--- src/rtl/slos_tx_gen.sv ---
`default_nettype none
// ============================================================================
// Module      : slos_tx_gen
// Description : Serial SLOS1/SLOS2 generator. On start, emits NUM_SLOS
//               back-to-back 2048-bit PRBS11 (x^11+x^9+1) ordered sets,
//               inverted for SLOS2, then pulses slos_done.
// Revision    : 1.0 - initial release
// ============================================================================
module slos_tx_gen #(
  parameter logic [10:0] SEED     = 11'h400,
  parameter int unsigned NUM_SLOS = 2
) (
  input  logic clk,
  input  logic reset,
  input  logic enable,
  input  logic start,
  input  logic slos1_slos2,
  output logic data_out,
  output logic busy,
  output logic slos_done
);

  localparam int unsigned           CNT_W       = $clog2(NUM_SLOS + 1);
  localparam logic [CNT_W-1:0]      C_LAST_SLOS = CNT_W'(NUM_SLOS - 1);
  localparam logic [10:0]           C_LAST_BIT  = 11'd2047;

  localparam logic [0:0] S_IDLE = 1'b0;
  localparam logic [0:0] S_SEND = 1'b1;

  logic [0:0]       r_state;
  logic [0:0]       w_next_state;
  logic [10:0]      r_lfsr;
  logic [10:0]      r_bit_cnt;
  logic [CNT_W-1:0] r_slos_cnt;
  logic             r_type_q;
  logic             r_slos_done;
  logic             w_last_bit;
  logic             w_last_slos;
  logic             w_seq_end;

  assign w_last_bit  = (r_bit_cnt == C_LAST_BIT);
  assign w_last_slos = (r_slos_cnt == C_LAST_SLOS);
  assign w_seq_end   = (r_state == S_SEND) && enable && w_last_bit && w_last_slos;

  // State register
  always_ff @(posedge clk or negedge reset) begin
    if (!reset) begin
      r_state <= S_IDLE;
    end else begin
      r_state <= w_next_state;
    end
  end

  // Next-state logic
  always_comb begin
    w_next_state = r_state;
    case (r_state)
      S_IDLE: begin
        if (enable && start) begin
          w_next_state = S_SEND;
        end
      end
      S_SEND: begin
        if (!enable || (w_last_bit && w_last_slos)) begin
          w_next_state = S_IDLE;
        end
      end
      default: w_next_state = S_IDLE;
    endcase
  end

  // Output logic: the line is forced low outside SEND so IDLE always reads 0
  always_comb begin
    busy     = (r_state == S_SEND);
    data_out = busy & (r_lfsr[0] ^ r_type_q);
  end

  assign slos_done = r_slos_done;

  // Datapath. Any transition into IDLE reloads the seed, so aborts leave a
  // clean starting point for the next request.
  always_ff @(posedge clk or negedge reset) begin
    if (!reset) begin
      r_lfsr      <= SEED;
      r_bit_cnt   <= 11'd0;
      r_slos_cnt  <= '0;
      r_type_q    <= 1'b0;
      r_slos_done <= 1'b0;
    end else begin
      r_slos_done <= w_seq_end;
      if (w_next_state == S_IDLE) begin
        r_lfsr     <= SEED;
        r_bit_cnt  <= 11'd0;
        r_slos_cnt <= '0;
        r_type_q   <= 1'b0;
      end else if (r_state == S_IDLE) begin
        r_type_q <= slos1_slos2;
      end else begin
        r_bit_cnt <= r_bit_cnt + 11'd1;
        // Holding at bit 0 emits the seed bit twice, padding the 2047-bit
        // PRBS period to a 2048-bit SLOS.
        if (r_bit_cnt != 11'd0) begin
          r_lfsr <= {r_lfsr[9:0], r_lfsr[10] ^ r_lfsr[8]};
        end
        if (w_last_bit) begin
          r_slos_cnt <= r_slos_cnt + {{(CNT_W-1){1'b0}}, 1'b1};
        end
      end
    end
  end

endmodule
`default_nettype wire

--- config.mk ---
export PLATFORM = sky130hd
export DESIGN_NAME = slos_tx_gen
export DESIGN_NICKNAME = d
export VERILOG_FILES = /design/src/rtl/slos_tx_gen.sv
export SDC_FILE = /design/constraint.sdc
export NUM_CORES = 1
export LEC_CHECK = 0
export BUFFER_PORTS_ARGS = -buffer_cell sky130_fd_sc_hd__buf_2
export CORE_AREA = 4 4 60 51
export CTS_CLUSTER_SIZE = 20
export DETAILED_ROUTE_END_ITERATION = 8
export DIE_AREA = 0 0 64 55
export PLACE_DENSITY = 0.74
export SLEW_MARGIN = 20
export SYNTH_ARGS = -nofsm -noshare
export SYNTH_HDL_FRONTEND = slang
export SYNTH_SLANG_ARGS = --single-unit
--- constraint.sdc ---
create_clock -name clk -period 2.1 [get_ports clk]
set_input_delay 0.42 -clock clk [delete_from_list [all_inputs] [get_ports clk]]
set_output_delay 0.42 -clock clk [all_outputs]
set_load 0.02 [all_outputs]
==> reports/metrics.cfg <==
[worst_setup_path]
end_kind = flop
cp_max_fo = 6
worstPathArrival_ns = 2.03
critPathLaunchType = flop
path_class = reg -> reg
cp.required_ns = 2.36

[sta]
hold_viol_final = 0
fin_crit_ns = 1.77
slew_violations = 0
setup_tns_ns = 0
tightest_slew_ns = 0.590
max_freq_mhz = 565
relSlewSlack_pct = 60.7
clock_skew_ns = 0.00212
min_period_over_period_pct = 84.2
fin_ws_ns = 0.331
setup_viol = 0
grt_setup_unrepaired = false

[layout]
syn_to_final_growth_pct = 5.33
fill_cells = 187
layout.nets = 137
num_antenna_cells = 0
layout.cells.most_common_list = 26 x dfrtp_1, 15 x nor2_1, 7 x inv_1, 7 x buf_2, 6 x xor2_1
drive_above_1_share_pct = 16.4
final_common_cell = dfrtp_1

[clock_tree]
cts_resized = 0
ctsHoldBuffers = 0
cts_tree = yes
cts_buffer_depth = 2
post_cts_buffers = 0
clock_sinks = 27
htree_levels = 1
cts-buffers-inserted = 3
clk_pin_slew_ns = 0.13
root_buffer = clkbuf_4
clock_latency_ns = 0.32

[power_and_ir_drop]
clkPwrFrac_pct = 26.4
combPwrFrac_pct = 8.6
pwr_density_cell_nw_per_um2 = 572
power.switching_mw = 0.196
p_leak_nw = 0.655
seq_power_share_pct = 65.0
p_sw_share_pct = 23.9
ir_worst_vdd_uv = 480
internal-power_mw = 0.625

[route]
wire_per_inst_um = 14.3
drc = 0
routed_wl_mm = 2.35
drtIter0Drc = 46
firstDrtPassIters = 4
routed_via_density = 5.51
vias = 904
ant_nets = 0

[placed_design]
gp_congestion = 0.825
dp_hpwl_mm = 1.70
io_buffers = 7
dp_slack_ns = 0.341

[min_path]
hold_path_class = in -> async

[grt]
grt_max_degree = 28
first_global_vias = 921
grt_usage_pct = 15.8
grt_pass1_wl_mm = 4.20
antenna_found_initial = 0
grt_overflow_total = 0

[floorplan]
core-area_sq_um = 2420
start_util_pct = 56.3
die_h_um = 55
row_count = 16
die_w_um = 64
die-area_sq_um = 3520
io_pins = 8

[yosys]
synth_cells = 120
avgSynthCellArea_sq_um = 11.4
syn-num-nets = 128
yosysUniqueCellTypes = 34
yosysWarnings = 0
synth_top_family_by_area = simple AND/OR/NAND/NOR gates
synth_compound_area_share_pct = 12.2
synthSimpleGateAreaFrac_pct = 20.9
ys_ff_latch = 27
synthFlopType = dfrtp_1
muxShareOfSynthArea_pct = 2.94
synth_xor_area_share_pct = 7.07
synth_fa_ha_area_share_pct = 2.75
yosysSeqAreaShare_pct = 49.7
synth_edf_count = 0
synth-async-reset-ratio_pct = 100
synth_area_sq_um = 1360

[job]
drv_cap = 0

[run_status]
outcome = completed

-- area by class of cell --
type                            count  area, sq um  share of cell area (%)
Inverter                            7         26.3                    1.83
Timing Repair Buffer                7         35.0                    2.44
Tap cell                           36         45.0                    3.14
Multi-Input combinational cell     83          626                    43.6
Sequential cell                    27          677                    47.2
Clock buffer                        4         26.3                    1.83
-- state kept, by name, summed over array words and instances, names as in the netlist --
register	flops
r_lfsr	11
busy	1
r_bit_cnt	11
r_slos_cnt	2
r_type_q	1
slos_done	1
-- power by group through the flow --
stage | sequential (mW) | combinational (mW) | clock (mW)
6_report | 0.534 | 0.0708 | 0.217
5_1_grt | 0.535 | 0.0796 | 0.249
4_1_cts | 0.534 | 0.0719 | 0.228
3_5_place_dp | 0.543 | 0.0716 | 0
3_3_place_gp | 0.543 | 0.0698 | 0
2_1_floorplan | 0.543 | 0.0493 | 0
-- critical path, stage by stage (launching register included) --
cell,delay [ns]
dfrtp_1,0.43
inv_1,0.11
ha_1,0.16
nor2b_1,0.26
nand3_1,0.12
o21ai_1,0.40
a22o_1,0.23
-- metrics by stage --
| stage | cells | power [mW] | cell area (sq um) | utilization [%] | hold WS (ns) |
|---|---|---|---|---|---|
| finish | 164 | 0.821 | 1440 | 59.2 | 0.0828 |
| global placement | 160 | 0.613 | 1410 | 58.2 | 0.450 |
| detailed placement | 160 | 0.615 | 1410 | 58.2 | 0.452 |
| floorplan | 120 | 0.593 | 1360 | - | 0.124 |
| CTS | 164 | 0.833 | 1440 | 59.2 | 0.0884 |
| global route | 164 | 0.864 | 1440 | 59.2 | 0.0962 |
-- cells in the mapped netlist (2+ instances only) --
library cell / n / area share (%)
nand2_1: 5 / 1.4
nor3_1: 3 / 1.1
buf_6: 3 / 2.5
and4_1: 2 / 1.3
inv_1: 7 / 1.9
nor4_1: 2 / 0.92
xor2_1: 6 / 3.9
a22o_1: 5 / 3.2
nand4_1: 3 / 1.4
nor2_1: 15 / 4.1
dfrtp_1: 26 / 48
nor4_4: 2 / 3.1
o21ai_0: 4 / 1.5
and2_1: 2 / 0.92
nand3_1: 5 / 1.8
mux2i_1: 4 / 2.9
a21o_1: 2 / 1.1
and3_2: 2 / 1.1
ha_1: 3 / 2.8
xnor2_1: 5 / 3.2
-- routing by layer --
metal	wire length [um]	track usage, %	share of wire [%]	up-vias
met5	0	0	0	-
met4	21	4.30	0.89	0
met3	93	4.24	4.0	4
met2	1170	28.6	50	18
met1	1070	19.0	46	443
li1	-	-	-	439
-- path summary, 6_finish.rpt --
kind	startpoint	endpoint	slack, ns	cells after the start
max in group asynchronous	reset	r_lfsr[1]	1.63	1
min reg2reg	r_slos_cnt[1]	r_slos_cnt[1]	0.49	1
max reg2reg	r_bit_cnt[0]	r_lfsr[9]	0.33	6
max	r_bit_cnt[0]	r_lfsr[9]	0.33	6
min	reset	r_slos_cnt[0]	0.08	1
min in group clk	slos1_slos2	r_type_q	0.32	2
-- kinds of logic (layout without fill, tap and decap cells) --
kind of cell / after synthesis / after routing
buffers and inverters: 10 / 18
DFF: 27 / 27
and+or+nand+nor: 47 / 47
xor gates and xnor gates: 11 / 11
adders and majority gates: 3 / 3
AOI/OAI and AO/OA: 18 / 18
muxes: 4 / 4
Power figures use the tool's default switching activity.
